===== config.mk =====
export PLATFORM = sky130hd
export DESIGN_NAME = bullet_fire_sched
export DESIGN_NICKNAME = d
export VERILOG_FILES = /design/src/rtl/bullet_fire_sched.sv
export SDC_FILE = /design/constraint.sdc
export NUM_CORES = 1
export LEC_CHECK = 0
export BUFFER_PORTS_ARGS = -buffer_cell sky130_fd_sc_hd__buf_2
export CAP_MARGIN = 10
export CORE_ASPECT_RATIO = 0.8
export CORE_UTILIZATION = 55
export CTS_CLUSTER_DIAMETER = 200
export DETAILED_ROUTE_END_ITERATION = 10
export PLACE_DENSITY_LB_ADDON = 0.05
export SYNTH_ARGS = -nofsm -noshare
export SYNTH_HDL_FRONTEND = slang
export SYNTH_SLANG_ARGS = --single-unit

===== constraint.sdc =====
create_clock -name clk_run -period 2.5 [get_ports clk_run]
set_input_delay 0.5 -clock clk_run [delete_from_list [all_inputs] [get_ports clk_run]]
set_output_delay 0.5 -clock clk_run [all_outputs]
set_load 0.1 [all_outputs]

===== src/rtl/bullet_fire_sched.sv =====
// rtl/bullet_fire_sched.sv - player bullet fire scheduler
//
// Sequences the player-bullet datapath: paces shot opportunities with a
// cadence counter, picks a free bullet slot round-robin for each shot and
// runs the single/double power-up mode timer.
//
// Ports:
//   clk_run          game-logic clock
//   rst              asynchronous active-high reset
//   en_i             game running (low = paused / game over)
//   slot_busy_i      per-slot occupancy from the datapath
//   powerup_i        one-cycle double-bullet pickup pulse
//   shoot_o          one-cycle shot pulse
//   shoot_idx_o      slot to load, valid while shoot_o is high
//   mode_o           0 = single, 1 = double
//   powerup_active_o power-up timer running
//   drop_cnt_o       saturating count of shot opportunities lost to a full pool
module bullet_fire_sched #(
    parameter int          BULLET_NUM     = 4,
    parameter int          IDX_W          = 2,
    parameter int unsigned CNT_MAX_SHOOT  = 50000000,
    parameter int          CNT_W          = 26,
    parameter int unsigned POWERUP_CYCLES = 32'd2500000000,
    parameter int          PU_W           = 32
) (
    input  logic                  clk_run,
    input  logic                  rst,
    input  logic                  en_i,
    input  logic [BULLET_NUM-1:0] slot_busy_i,
    input  logic                  powerup_i,
    output logic                  shoot_o,
    output logic [IDX_W-1:0]      shoot_idx_o,
    output logic                  mode_o,
    output logic                  powerup_active_o,
    output logic [7:0]            drop_cnt_o
);

    localparam logic [CNT_W-1:0] CNT_LAST  = CNT_W'(CNT_MAX_SHOOT - 1);
    localparam logic [PU_W-1:0]  PU_RELOAD = PU_W'(POWERUP_CYCLES - 1);

    typedef enum logic [1:0] {
        S_IDLE = 2'd0,
        S_COOL = 2'd1,
        S_FIRE = 2'd2
    } state_t;

    state_t             state;
    state_t             state_next;
    logic [CNT_W-1:0]   cnt;
    logic [CNT_W-1:0]   cnt_next;
    logic [IDX_W-1:0]   ptr;
    logic [IDX_W-1:0]   ptr_next;
    logic [IDX_W-1:0]   idx_next;
    logic               shoot_next;
    logic               drop_inc;
    logic [PU_W-1:0]    timer;

    logic [IDX_W-1:0]   sel;
    logic               sel_found;
    logic               at_decision;

    function automatic logic [IDX_W-1:0] wrap_idx(input logic [IDX_W-1:0] base, input int off);
        return IDX_W'((int'(base) + off) % BULLET_NUM);
    endfunction

    // Round-robin search starting just after the last slot fired, so a busy
    // slot is skipped rather than stalling the shot.
    always_comb begin
        sel       = '0;
        sel_found = 1'b0;
        for (int k = 1; k <= BULLET_NUM; k++) begin
            if (!sel_found && !slot_busy_i[wrap_idx(ptr, k)]) begin
                sel       = wrap_idx(ptr, k);
                sel_found = 1'b1;
            end
        end
    end

    assign at_decision = (state == S_COOL) && en_i && (cnt == CNT_LAST);

    // State register
    always_ff @(posedge clk_run or posedge rst) begin
        if (rst) begin
            state <= S_IDLE;
        end else begin
            state <= state_next;
        end
    end

    // Next-state logic
    always_comb begin
        state_next = state;
        case (state)
            S_IDLE: if (en_i) state_next = S_COOL;
            S_COOL: begin
                if (!en_i)                         state_next = S_IDLE;
                else if (at_decision && sel_found) state_next = S_FIRE;
            end
            S_FIRE:  state_next = en_i ? S_COOL : S_IDLE;
            default: state_next = S_IDLE;
        endcase
    end

    // Action decode; results are registered below so every output is a flop.
    always_comb begin
        cnt_next   = cnt;
        ptr_next   = ptr;
        idx_next   = shoot_idx_o;
        shoot_next = 1'b0;
        drop_inc   = 1'b0;
        case (state)
            S_COOL: begin
                if (en_i) begin
                    if (cnt == CNT_LAST) begin
                        cnt_next = '0;
                        if (sel_found) begin
                            shoot_next = 1'b1;
                            idx_next   = sel;
                            ptr_next   = sel;
                        end else begin
                            drop_inc = 1'b1;
                        end
                    end else begin
                        cnt_next = cnt + 1'b1;
                    end
                end
            end
            // The fire cycle still counts, keeping the shot period exact.
            S_FIRE: if (en_i) cnt_next = cnt + 1'b1;
            default: ;
        endcase
    end

    always_ff @(posedge clk_run or posedge rst) begin
        if (rst) begin
            cnt         <= '0;
            ptr         <= IDX_W'(BULLET_NUM - 1);
            shoot_o     <= 1'b0;
            shoot_idx_o <= '0;
            drop_cnt_o  <= 8'd0;
        end else begin
            cnt         <= cnt_next;
            ptr         <= ptr_next;
            shoot_o     <= shoot_next;
            shoot_idx_o <= idx_next;
            if (drop_inc && (drop_cnt_o != 8'hFF)) begin
                drop_cnt_o <= drop_cnt_o + 8'd1;
            end
        end
    end

    // Power-up timer: a pickup always reloads (no stacking) and beats expiry
    // on the same edge; the countdown freezes while the game is paused.
    always_ff @(posedge clk_run or posedge rst) begin
        if (rst) begin
            timer            <= '0;
            powerup_active_o <= 1'b0;
            mode_o           <= 1'b0;
        end else if (powerup_i) begin
            timer            <= PU_RELOAD;
            powerup_active_o <= 1'b1;
            mode_o           <= 1'b1;
        end else if (powerup_active_o && en_i) begin
            if (timer == '0) begin
                powerup_active_o <= 1'b0;
                mode_o           <= 1'b0;
            end else begin
                timer <= timer - 1'b1;
            end
        end
    end

endmodule

### Yosys cells after proc, flatten, opt, wreduce, memory -nomap -nowiden

Cells that the tools add are included.

| cells by class | value |
|---|---|
| multiplexer cells | 39 |
| reductions and logical operators | 23 |
| add/subtract/negate cells | 7 |
| eq/ne operators | 9 |
| order comparisons | 4 |

Operators with widths:

| cell | number |
|---|---|
| $mux 32 | 3 |
| $mux 26 | 3 |
| $pmux 26 s2 | 1 |
| $logic_not 32->1 | 1 |
| $sub 32x1->32 const B | 1 |
| $add 26x1->26 const B | 1 |
| $eq 26x26->1 const B | 1 |
| $mux 1 | 20 |
| $mux 2 | 7 |
| $lt 2x3->1 const B | 4 |
| $add 8x1->8 const B | 1 |
| $bmux 1 s2 | 4 |
| $logic_and 1x1->1 | 8 |
| $ne 2x2->1 const B | 4 |
| $ne 8x8->1 const B | 1 |
| $pmux 2 s3 | 1 |
| $reduce_and 2->1 | 3 |
| $reduce_bool 2->1 | 3 |
| $logic_not 1->1 | 5 |
| $add 2x1->2 const B | 2 |
| $add 2x2->2 const B | 2 |
| $reduce_and 4->1 | 1 |
| $ne 3x2->1 const B | 1 |
| $reduce_and 3->1 | 1 |
| other kinds (3) | 3 |

| storage, ports and cells | value |
|---|---|
| output and inout bits | 13 |
| input port bits | 8 |
| flip-flop bits (word level) | 74 |

### Longest topological paths before layout

Gate-level depths: netlist of the first run.

| depth | value |
|---|---|
| depth in word-level cells | 17 |
| mapped depth | 8 |

### Least setup slack after synthesis of the first run

OpenSTA, ideal clock, no wires.

| timing | value |
|---|---|
| path type | reg2reg |
| from | register timer[26] |
| to | register timer[3] |
| buffers on the path | 2 |
| stages on the path, launching flop included | 8 |
| arrival time | 2.393 ns |
| path slack | -0.025 ns |
| period minus slack after synthesis | 2.525 ns |
| required time | 2.368 ns |
| cell sequence | dfrtp_1 -> or4_4 -> or4_1 -> buf_2 -> nor3_4 -> buf_6 -> nor3_1 -> or3b_1 |

| on the way | value |
|---|---|
| longest elaborated chain between the ends | 3 |

Ends and longest elaborated chain:

| element | line | text |
|---|---|---|
| start, declared | 56 | `logic [PU_W-1:0] timer;` |
| start signal, assigned | 168 | `timer <= timer - 1'b1;` |
| $logic_not 32->1 | 164 | `if (timer == '0) begin` |
| $ne 2x2->1 (no source line) | - |  |
| $reduce_and 2->1 (no source line) | - |  |

Every way passes these cells.
A chain may end at the register's enable or synchronous reset.

### Final worst setup path of the first run

| timing | value |
|---|---|
| from | register timer[15] |
| to | register timer[21] |

| on the way | value |
|---|---|
| longest elaborated chain between the ends | 4 |

Ends and longest elaborated chain:

| element | line | text |
|---|---|---|
| $sub 32x1->32 | 168 |  |
| $mux 32 | 164 |  |
| $mux 32 | 163 | `end else if (powerup_active_o && en_i) begin` |
| $mux 32 | 159 | `end else if (powerup_i) begin` |

Parallel ways exist; a longest one is shown, timed or not. The select of a mux whose other input is x is not followed.

==> results.cfg, run 1 <==
[grt]
grt_pass1_vias = 3039
grt_overflow = 0
antenna_found_initial = 0
track_usage_pct = 25.2
grt_pass1_wl_mm = 15.1
grt_start_max_net_pins = 56

[setup_path]
worstPathRequired_ns = 2.77
critPathMaxFanout = 6
start_kind = flip-flop
worstPathCellList = or4_4 > buf_4 > or4_1 > nand4b_1 > or3_1 > a21oi_1
max_stage_delay_ns = 0.55
crit_family = simple AND/OR/NAND/NOR gates
critPathBufInv = 1
crit_slowest_cell = or4_4
cp-startpoint = timer[15]$_DFFE_PP0P_
cp.arrival_ns = 2.68
endpoint_kind = flip-flop
r2r_setup_slack_ns = 0.09
worst-setup-path-type = reg -> reg
worstReg2RegStart = timer[15]$_DFFE_PP0P_

[outcome]
status = finished, final reports clean

[floorplanning]
fp.dieH_microns = 78.3
fp.dieW_microns = 97.3
start_util_pct = 57.4
ioPinCount = 21
die-area_sq_um = 7620
core_sq_um = 6960
fp-row-count = 27

[clocking]
cts_tree = built
cts-htree-levels = 3
clkTransAtPathRegs_ns = 0.08
cts_buffers = 9
clock_sinks = 74
clock_latency_ns = 0.36
clockRootBuffer = clkbuf_8
clock_path_buffers = 2

[detailed_routing]
wl_per_cell_microns = 16.3
routed_via_density = 6.11
drt_iter0_drc = 230
firstDrtPassIters = 4
wl_mm = 9.06
num_vias = 3401
ant_nets = 0
drcViolationCount = 0

[sta]
worstMarginPinSlew_ns = 0.457
whs_ns = 0.139
max_freq_mhz = 415
fin_crit_ns = 2.41
setup_viol = 0
post-route-period-util_pct = 96.3
drv_slew = 0
hold_violations = 0
maxSlewHeadroom_pct = 68.8
rsz0062_at_grt = false
final.setup.tns_ns = 0
fin_skew_ns = 0.0123

[finish]
drive_gt1_share_pct = 19.8
fin_util_pct = 68.0
syn_to_final_growth_pct = 18.3
seq_area_sq_um = 1850
final_common_cell = dfrtp_1
layout.cells.most_common_list = 72 x dfrtp_1, 40 x nor2_1, 33 x buf_4
fin_nets = 476
multi_input_area_sq_um = 2080
antenna_cells = 0
fillers = 545

[power_and_ir_drop]
seqPwrFrac_pct = 47.3
internal_power_mw = 2.17
p_leak_nw = 1.93
p_comb_share_pct = 6.2
switching_share_pct = 22.5
power_switching_uw = 630
vdd_drop_max_mv = 0.381
p_clk_share_pct = 46.5
power-per-cell-area_nw_per_um2 = 592

[synthesis]
ys_types = 56
synth_edf_count = 0
ys_ff_latch = 74
synthFlopType = dfrtp_1
synth_nets = 427
syn_inst = 416
synth_area_sq_um = 4000
postSynthAreaPerCell_sq_um = 9.61
ys_warn_count = 0
synthArstFlopShare_pct = 100
ys_seq_area_share_pct = 46.4

[placement]
dp_hpwl_mm = 6.37
portBuffers = 20
gp_congestion = 0.859

[run]
maxCapViolCount = 0

[hold_path]
hold_class = in -> async
## through the flow
step / area [sq um] / setup slack [ns] / instances / total power, mW
final: 4730 / 0.0930 / 557 / 2.80
after detailed placement: 4390 / 0.0328 / 540 / 1.52
after global routing: 4730 / 0.00388 / 557 / 2.90
after CTS: 4680 / 0.0172 / 556 / 2.82
after floorplan: 4020 / 0.0224 / 416 / 1.45
after global placement: 4390 / 0.106 / 540 / 1.51
## power by group through the flow
stage | combinational, mW | clock [mW] | sequential [mW]
final | 0.174 | 1.30 | 1.32
after global routing | 0.204 | 1.36 | 1.33
after global placement | 0.168 | 0 | 1.34
after detailed placement | 0.175 | 0 | 1.34
after floorplan | 0.123 | 0 | 1.32
after CTS | 0.176 | 1.32 | 1.32
## worst paths after layout
| path | cells past startpoint | end |
|---|---|---|
| max | 6 | timer[21]$_DFFE_PP0P_ |
| min | 2 | timer[20]$_DFFE_PP0P_ |
| max reg2reg | 6 | timer[21]$_DFFE_PP0P_ |
| min reg2reg | 1 | shoot_idx_o[1]$_DFFE_PP0P_ |
| max in group asynchronous | 3 | ptr[1]$_DFFE_PP1P_ |
| min in group clk_run | 1 | shoot_idx_o[1]$_DFFE_PP0P_ |
## cell usage after synthesis (5+ instances only)
| cell | n | area share [%] |
|---|---|---|
| nor3_1 | 18 | 2.3 |
| or3_1 | 14 | 2.2 |
| nand3_1 | 21 | 2.6 |
| clkbuf_1 | 9 | 0.85 |
| xor2_1 | 13 | 2.8 |
| nand2_1 | 23 | 2.2 |
| mux2i_1 | 7 | 1.8 |
| nor2_1 | 40 | 3.8 |
| inv_1 | 9 | 0.85 |
| nand4_1 | 20 | 3.1 |
| nor4b_1 | 6 | 1.3 |
| dfrtp_1 | 72 | 45 |
| nor4_1 | 12 | 1.9 |
| nor2b_1 | 8 | 1.3 |
| or4_1 | 13 | 2.4 |
| xnor2_1 | 20 | 4.4 |
| a21oi_1 | 12 | 1.5 |
| and3_1 | 5 | 0.78 |
| a21o_1 | 6 | 1.1 |
| o31ai_1 | 5 | 0.94 |
| o21ai_0 | 16 | 2.0 |
## state kept, by name, summed over array words and instances (netlist names)
register,count
ptr,2
cnt,26
shoot_o,1
powerup_active_o,1
state,2
drop_cnt_o,8
shoot_idx_o,2
timer,32
## metal layers
| metal | track usage (%) | vias to the layer above | part of all wire [%] |
|---|---|---|---|
| li1 | - | 1649 | - |
| met1 | 39.8 | 1649 | 52 |
| met2 | 33.2 | 94 | 41 |
| met3 | 5.08 | 9 | 5.7 |
| met4 | 10.0 | 0 | 0.91 |
| met5 | 0 | - | 0 |
## final cells by class
cell class | count | share of cell area, %
multi-input combinational | 317 | 44.0
sequential | 74 | 39.2
timing repair buffer | 54 | 7.78
clock buffer | 12 | 3.49
clock inverter | 4 | 2.54
tap | 87 | 2.30
inverter | 9 | 0.714
## kinds of logic (layout without fill, tap and decap cells)
family	count (synthesis)	after routing	synth area share (%)
muxes	9	9	2.32
xor gates and xnor gates	33	33	7.23
DFF	74	74	46.4
adders and majority gates	3	3	0.939
and+or+nand+nor	212	212	30.6
AOI/OAI and AO/OA	60	60	9.73
buffers and inverters	25	79	2.75
## worst register-to-register path: stages (launching register included)
cell	delay, ns
dfrtp_1	0.42
or4_4	0.55
buf_4	0.17
or4_1	0.46
nand4b_1	0.23
or3_1	0.33
a21oi_1	0.17
## what timing repair did
action                     CTS  global route
pin swaps                    1             2
buffers inserted             0             1
hold buffers                 0             0
setup endpoints to repair    1            21
resized for setup            0             8
Power figures use the tool's default switching activity.
==> inputs of run 2 (changes only) <==
- RECOVER_POWER: not set -> 50
==> results.cfg, run 2 (synthesized netlist as in run 1, its figures left out) <==
[finish]
top_regs = timer x32, cnt x26, drop_cnt_o x8
multi_input_area_sq_um = 2080
fin_nets = 476
regMostFlops = timer
layout.cells.most_common_list = 72 x dfrtp_1, 40 x nor2_1, 32 x buf_4
fillers = 547
final_common_cell = dfrtp_1
fin_util_pct = 67.6
antenna_cells = 0
drive_gt1_share_pct = 18.7
syn_to_final_growth_pct = 17.7
seq_area_sq_um = 1850
largest_reg_flops = 32

[sta]
max_freq_mhz = 417
hold_violations = 0
post-route-period-util_pct = 96.0
drv_slew = 0
final.setup.tns_ns = 0
fin_crit_ns = 2.40
fin_ws_ns = 0.101
maxSlewHeadroom_pct = 12.4
setup_viol = 0
fin_skew_ns = 0.0129
worstMarginPinSlew_ns = 1.31
rsz0062_at_grt = false

[clocking]
hold_buffers = 0
clock_sinks = 74
clock_latency_ns = 0.36
clockRootBuffer = clkbuf_8
cts_tree = built
cts_buffers = 9
cts-htree-levels = 3
clock_path_buffers = 2
clkTransAtPathRegs_ns = 0.08

[floorplanning]
ioPinCount = 21
start_util_pct = 57.4
die-area_sq_um = 7620
fp-row-count = 27
core_sq_um = 6960
fp.dieW_microns = 97.3
fp.dieH_microns = 78.3

[setup_path]
cp.arrival_ns = 2.67
endpoint_kind = flip-flop
start_kind = flip-flop
worstReg2RegStart = timer[15]$_DFFE_PP0P_
worst-setup-path-type = reg -> reg
worst_r2r_path_depth = 6
r2r_setup_slack_ns = 0.10
worstPathRequired_ns = 2.77
r2r_end = timer[21]$_DFFE_PP0P_
critPathMaxFanout = 6

[detailed_routing]
num_vias = 3408
drcViolationCount = 0
drt_iter0_drc = 228
wl_met2_mm = 3.70
wl_mm = 9.05
top_layer = met4
ant_nets = 0
wl_per_cell_microns = 16.2
met3_length_microns = 546
firstDrtPassIters = 5
routed_via_density = 6.12
wl_met1_mm = 4.69

[grt]
grt_pass1_vias = 3039
track_usage_pct = 25.2
grt_pass1_wl_mm = 15.1
grt_start_max_net_pins = 56
grt_overflow = 0
antenna_found_initial = 0

[power_and_ir_drop]
p_comb_share_pct = 6.1
p_leak_nw = 1.91
power-per-cell-area_nw_per_um2 = 594
switching_share_pct = 22.5
power_switching_uw = 629
vdd_drop_max_mv = 0.381
seqPwrFrac_pct = 47.3
p_clk_share_pct = 46.6
internal_power_mw = 2.17

[placement]
dp_hpwl_mm = 6.37
place_ws_ns = 0.0328
gp_congestion = 0.859
portBuffers = 20

[hold_path]
hold_class = in -> async

[run]
maxCapViolCount = 0

[outcome]
status = finished, final reports clean
## run 2: changes by cell type in the layout (fill, tap and decap cells not counted), sizes merged
cell    previous run  this run
buf               54        49
clkbuf            12        17
## run 2: metal layers
| metal | GRT usage (%) | vias to the layer above |
|---|---|---|
| met5 | 0 | - |
| met4 | 10.0 | 0 |
| met3 | 5.08 | 15 |
| met2 | 33.2 | 87 |
| met1 | 39.8 | 1656 |
| li1 | - | 1650 |
## run 2: through the flow
step / hold slack [ns] / power (mW) / instances / area, sq um
after floorplan: 0.460 / 1.45 / 416 / 4020
after CTS: 0.155 / 2.82 / 556 / 4680
after detailed placement: 0.467 / 1.52 / 540 / 4390
final: 0.262 / 2.80 / 557 / 4710
after global placement: 0.460 / 1.51 / 540 / 4390
after global routing: 0.333 / 2.90 / 557 / 4710
## run 2: how the worst max path moves through the flow
stage	start	endpoint	slack [ns]	cells past startpoint
2_1_floorplan	timer[29]$_DFFE_PP0P_	timer[3]$_DFFE_PP0P_	0.02	7
3_3_place_gp	timer[29]$_DFFE_PP0P_	timer[12]$_DFFE_PP0P_	0.11	5
3_5_place_dp	timer[29]$_DFFE_PP0P_	timer[12]$_DFFE_PP0P_	0.03	5
4_1_cts	timer[15]$_DFFE_PP0P_	timer[19]$_DFFE_PP0P_	0.02	6
5_1_grt	timer[15]$_DFFE_PP0P_	timer[21]$_DFFE_PP0P_	0.004	6
6_report	timer[15]$_DFFE_PP0P_	timer[21]$_DFFE_PP0P_	0.10	6
## run 2: critical path: stages (launching register included)
cell	delay, ns
dfrtp_1	0.42
or4_4	0.55
buf_4	0.17
or4_1	0.46
nand4b_1	0.22
or3_1	0.33
a21oi_1	0.17
## run 2: cell type report
type | instances | area share, %
Inverter | 9 | 0.718
Clock inverter | 4 | 2.55
Clock buffer | 12 | 3.51
Multi-Input combinational cell | 317 | 44.2
Timing Repair Buffer | 54 | 7.34
Tap cell | 87 | 2.31
Sequential cell | 74 | 39.4
## run 2: repair_timing
item / 4_1_cts / 5_1_grt
resized for setup: 0 / 8
setup buffers: 0 / 1
endpoints found under the setup margin: 1 / 21
pin swaps: 1 / 2
## run 2: power groups by stage
| stage | Combinational [mW] | Clock (mW) | Sequential, mW |
|---|---|---|---|
| 2_1_floorplan | 0.123 | 0 | 1.32 |
| 3_3_place_gp | 0.168 | 0 | 1.34 |
| 3_5_place_dp | 0.175 | 0 | 1.34 |
| 4_1_cts | 0.176 | 1.32 | 1.32 |
| 5_1_grt | 0.200 | 1.36 | 1.33 |
| 6_report | 0.170 | 1.30 | 1.32 |
==> inputs of run 3 (changes only) <==
- CELL_PAD_IN_SITES_DETAIL_PLACEMENT: not set -> 1
- CELL_PAD_IN_SITES_GLOBAL_PLACEMENT: not set -> 1
- CORE_UTILIZATION: 55 -> 43
- CTS_CLUSTER_SIZE: not set -> 40
==> results.cfg, run 3 (synthesized netlist as in run 1, its figures left out) <==
[finish]
seq_area_sq_um = 1850
drive_gt1_share_pct = 19.2
final_common_cell = dfrtp_1
antenna_cells = 0
layout.cells.most_common_list = 72 x dfrtp_1, 40 x nor2_1, 36 x buf_4
largest_reg_flops = 32
fin_nets = 479
fin_util_pct = 53.0
multi_input_area_sq_um = 2080
fillers = 1057
regMostFlops = timer
final_cell_area_sq_um = 4790
top_regs = timer x32, cnt x26, drop_cnt_o x8
syn_to_final_growth_pct = 19.7

[power_and_ir_drop]
seqPwrFrac_pct = 46.7
power_switching_uw = 686
p_leak_nw = 1.94
internal_power_mw = 2.15
power-per-cell-area_nw_per_um2 = 592
switching_share_pct = 24.2
vdd_drop_max_mv = 0.425
p_clk_share_pct = 47.0
p_comb_share_pct = 6.3

[floorplanning]
die-area_sq_um = 9690
ioPinCount = 21
fp.dieH_microns = 88.2
fp-row-count = 31
core_sq_um = 9040
fp.dieW_microns = 110
start_util_pct = 44.2

[detailed_routing]
ant_nets = 0
routed_via_density = 5.97
num_vias = 3512
wl_mm = 10.9
drt_iter0_drc = 165
drcViolationCount = 0
wl_per_cell_microns = 18.6
firstDrtPassIters = 4

[setup_path]
critPathBufInv = 0
worstPathCellList = or4_4 > or4_4 > o31ai_4 > nor3_1 > or3_1
crit_slowest_cell = or4_4
path_common_cell = or4_4
endpoint_kind = flip-flop
start_kind = flip-flop
critPathMaxFanout = 6
crit_family = simple AND/OR/NAND/NOR gates
cp.arrival_ns = 2.62
worstPathRequired_ns = 2.71
max_stage_delay_ns = 0.57
worst-setup-path-type = reg -> reg

[sta]
maxSlewHeadroom_pct = 14.0
max_freq_mhz = 415
setup_viol = 0
hold_violations = 0
worstMarginPinSlew_ns = 1.29
post-route-period-util_pct = 96.3
drv_slew = 0
fin_skew_ns = 0.00509
fin_crit_ns = 2.41

[run]
maxCapViolCount = 0

[grt]
grt_pass1_wl_mm = 18.3
grt_pass1_vias = 3568
grt_overflow = 0
track_usage_pct = 25.1
antenna_found_initial = 0
grt_start_max_net_pins = 57

[placement]
dp_hpwl_mm = 7.71
gp_congestion = 0.820
dpl-instance-area_sq_um = 4440
portBuffers = 20

[clocking]
clock_latency_ns = 0.34
clock_sinks = 74
cts_buffers = 9
clkTransAtPathRegs_ns = 0.06
clockRootBuffer = clkbuf_16
cts-htree-levels = 3
clock_path_buffers = 2
cts_tree = built

[outcome]
status = finished, final reports clean

[hold_path]
hold_class = in -> async
## run 3: through the flow
step | setup WS (ns) | instances | power, mW | TNS, ns | hold WS, ns
floorplan | 0.0224 | 416 | 1.45 | 0 | 0.460
global placement | 0.0385 | 569 | 1.51 | 0 | 0.457
CTS | 0.0269 | 588 | 2.88 | 0 | 0.176
global route | -0.00196 | 588 | 2.94 | -0.00196 | 0.356
finish | 0.0925 | 588 | 2.83 | 0 | 0.292
detailed placement | -0.0274 | 569 | 1.53 | -0.0274 | 0.477
## run 3: final timing paths
path	to	slack [ns]	depth (start not counted)	from
max	timer[12]$_DFFE_PP0P_	0.09	5	timer[27]$_DFFE_PP0P_
min	timer[20]$_DFFE_PP0P_	0.29	2	rst
max reg2reg	timer[12]$_DFFE_PP0P_	0.09	5	timer[27]$_DFFE_PP0P_
min reg2reg	drop_cnt_o[6]$_DFFE_PP0P_	0.48	1	drop_cnt_o[6]$_DFFE_PP0P_
max in group asynchronous	cnt[9]$_DFFE_PP0P_	0.46	3	rst
min in group clk_run	timer[25]$_DFFE_PP0P_	0.44	2	powerup_i
## run 3: per-layer routing
layer	track usage, %	wire [microns]	share of wire (%)	vias to the layer above
li1	-	-	-	1641
met1	36.6	5550	51	1802
met4	7.76	140	1.3	0
met3	5.15	318	2.9	12
met2	37.6	4910	45	57
met5	0	0	0	-
## run 3: layout make-up
class	count	share of cell area [%]
clock inverters	5	1.10
clock buffers	11	5.28
multi-input cells	317	43.4
repair buffers	57	7.76
inverters	9	0.706
well taps	115	3.01
flip-flops and latches	74	38.7
## run 3: worst reg2reg max path: stages (launching register included)
cell and delay, ns:
dfrtp_1 0.42, or4_4 0.55, or4_4 0.57, o31ai_4 0.33, nor3_1 0.08, or3_1 0.34
## run 3: repair_timing
item,CTS,global route
endpoints found under the setup margin,5,10
pin swaps,1,0
setup buffers,3,0
hold buffers,0,0
resized for setup,1,7
## run 3: power groups by stage
| stage | Sequential (mW) | Clock [mW] | Combinational, mW |
|---|---|---|---|
| 6_report | 1.32 | 1.33 | 0.179 |
| 5_1_grt | 1.33 | 1.40 | 0.205 |
| 4_1_cts | 1.32 | 1.37 | 0.185 |
| 3_5_place_dp | 1.34 | 0 | 0.184 |
| 3_3_place_gp | 1.34 | 0 | 0.173 |
| 2_1_floorplan | 1.32 | 0 | 0.123 |
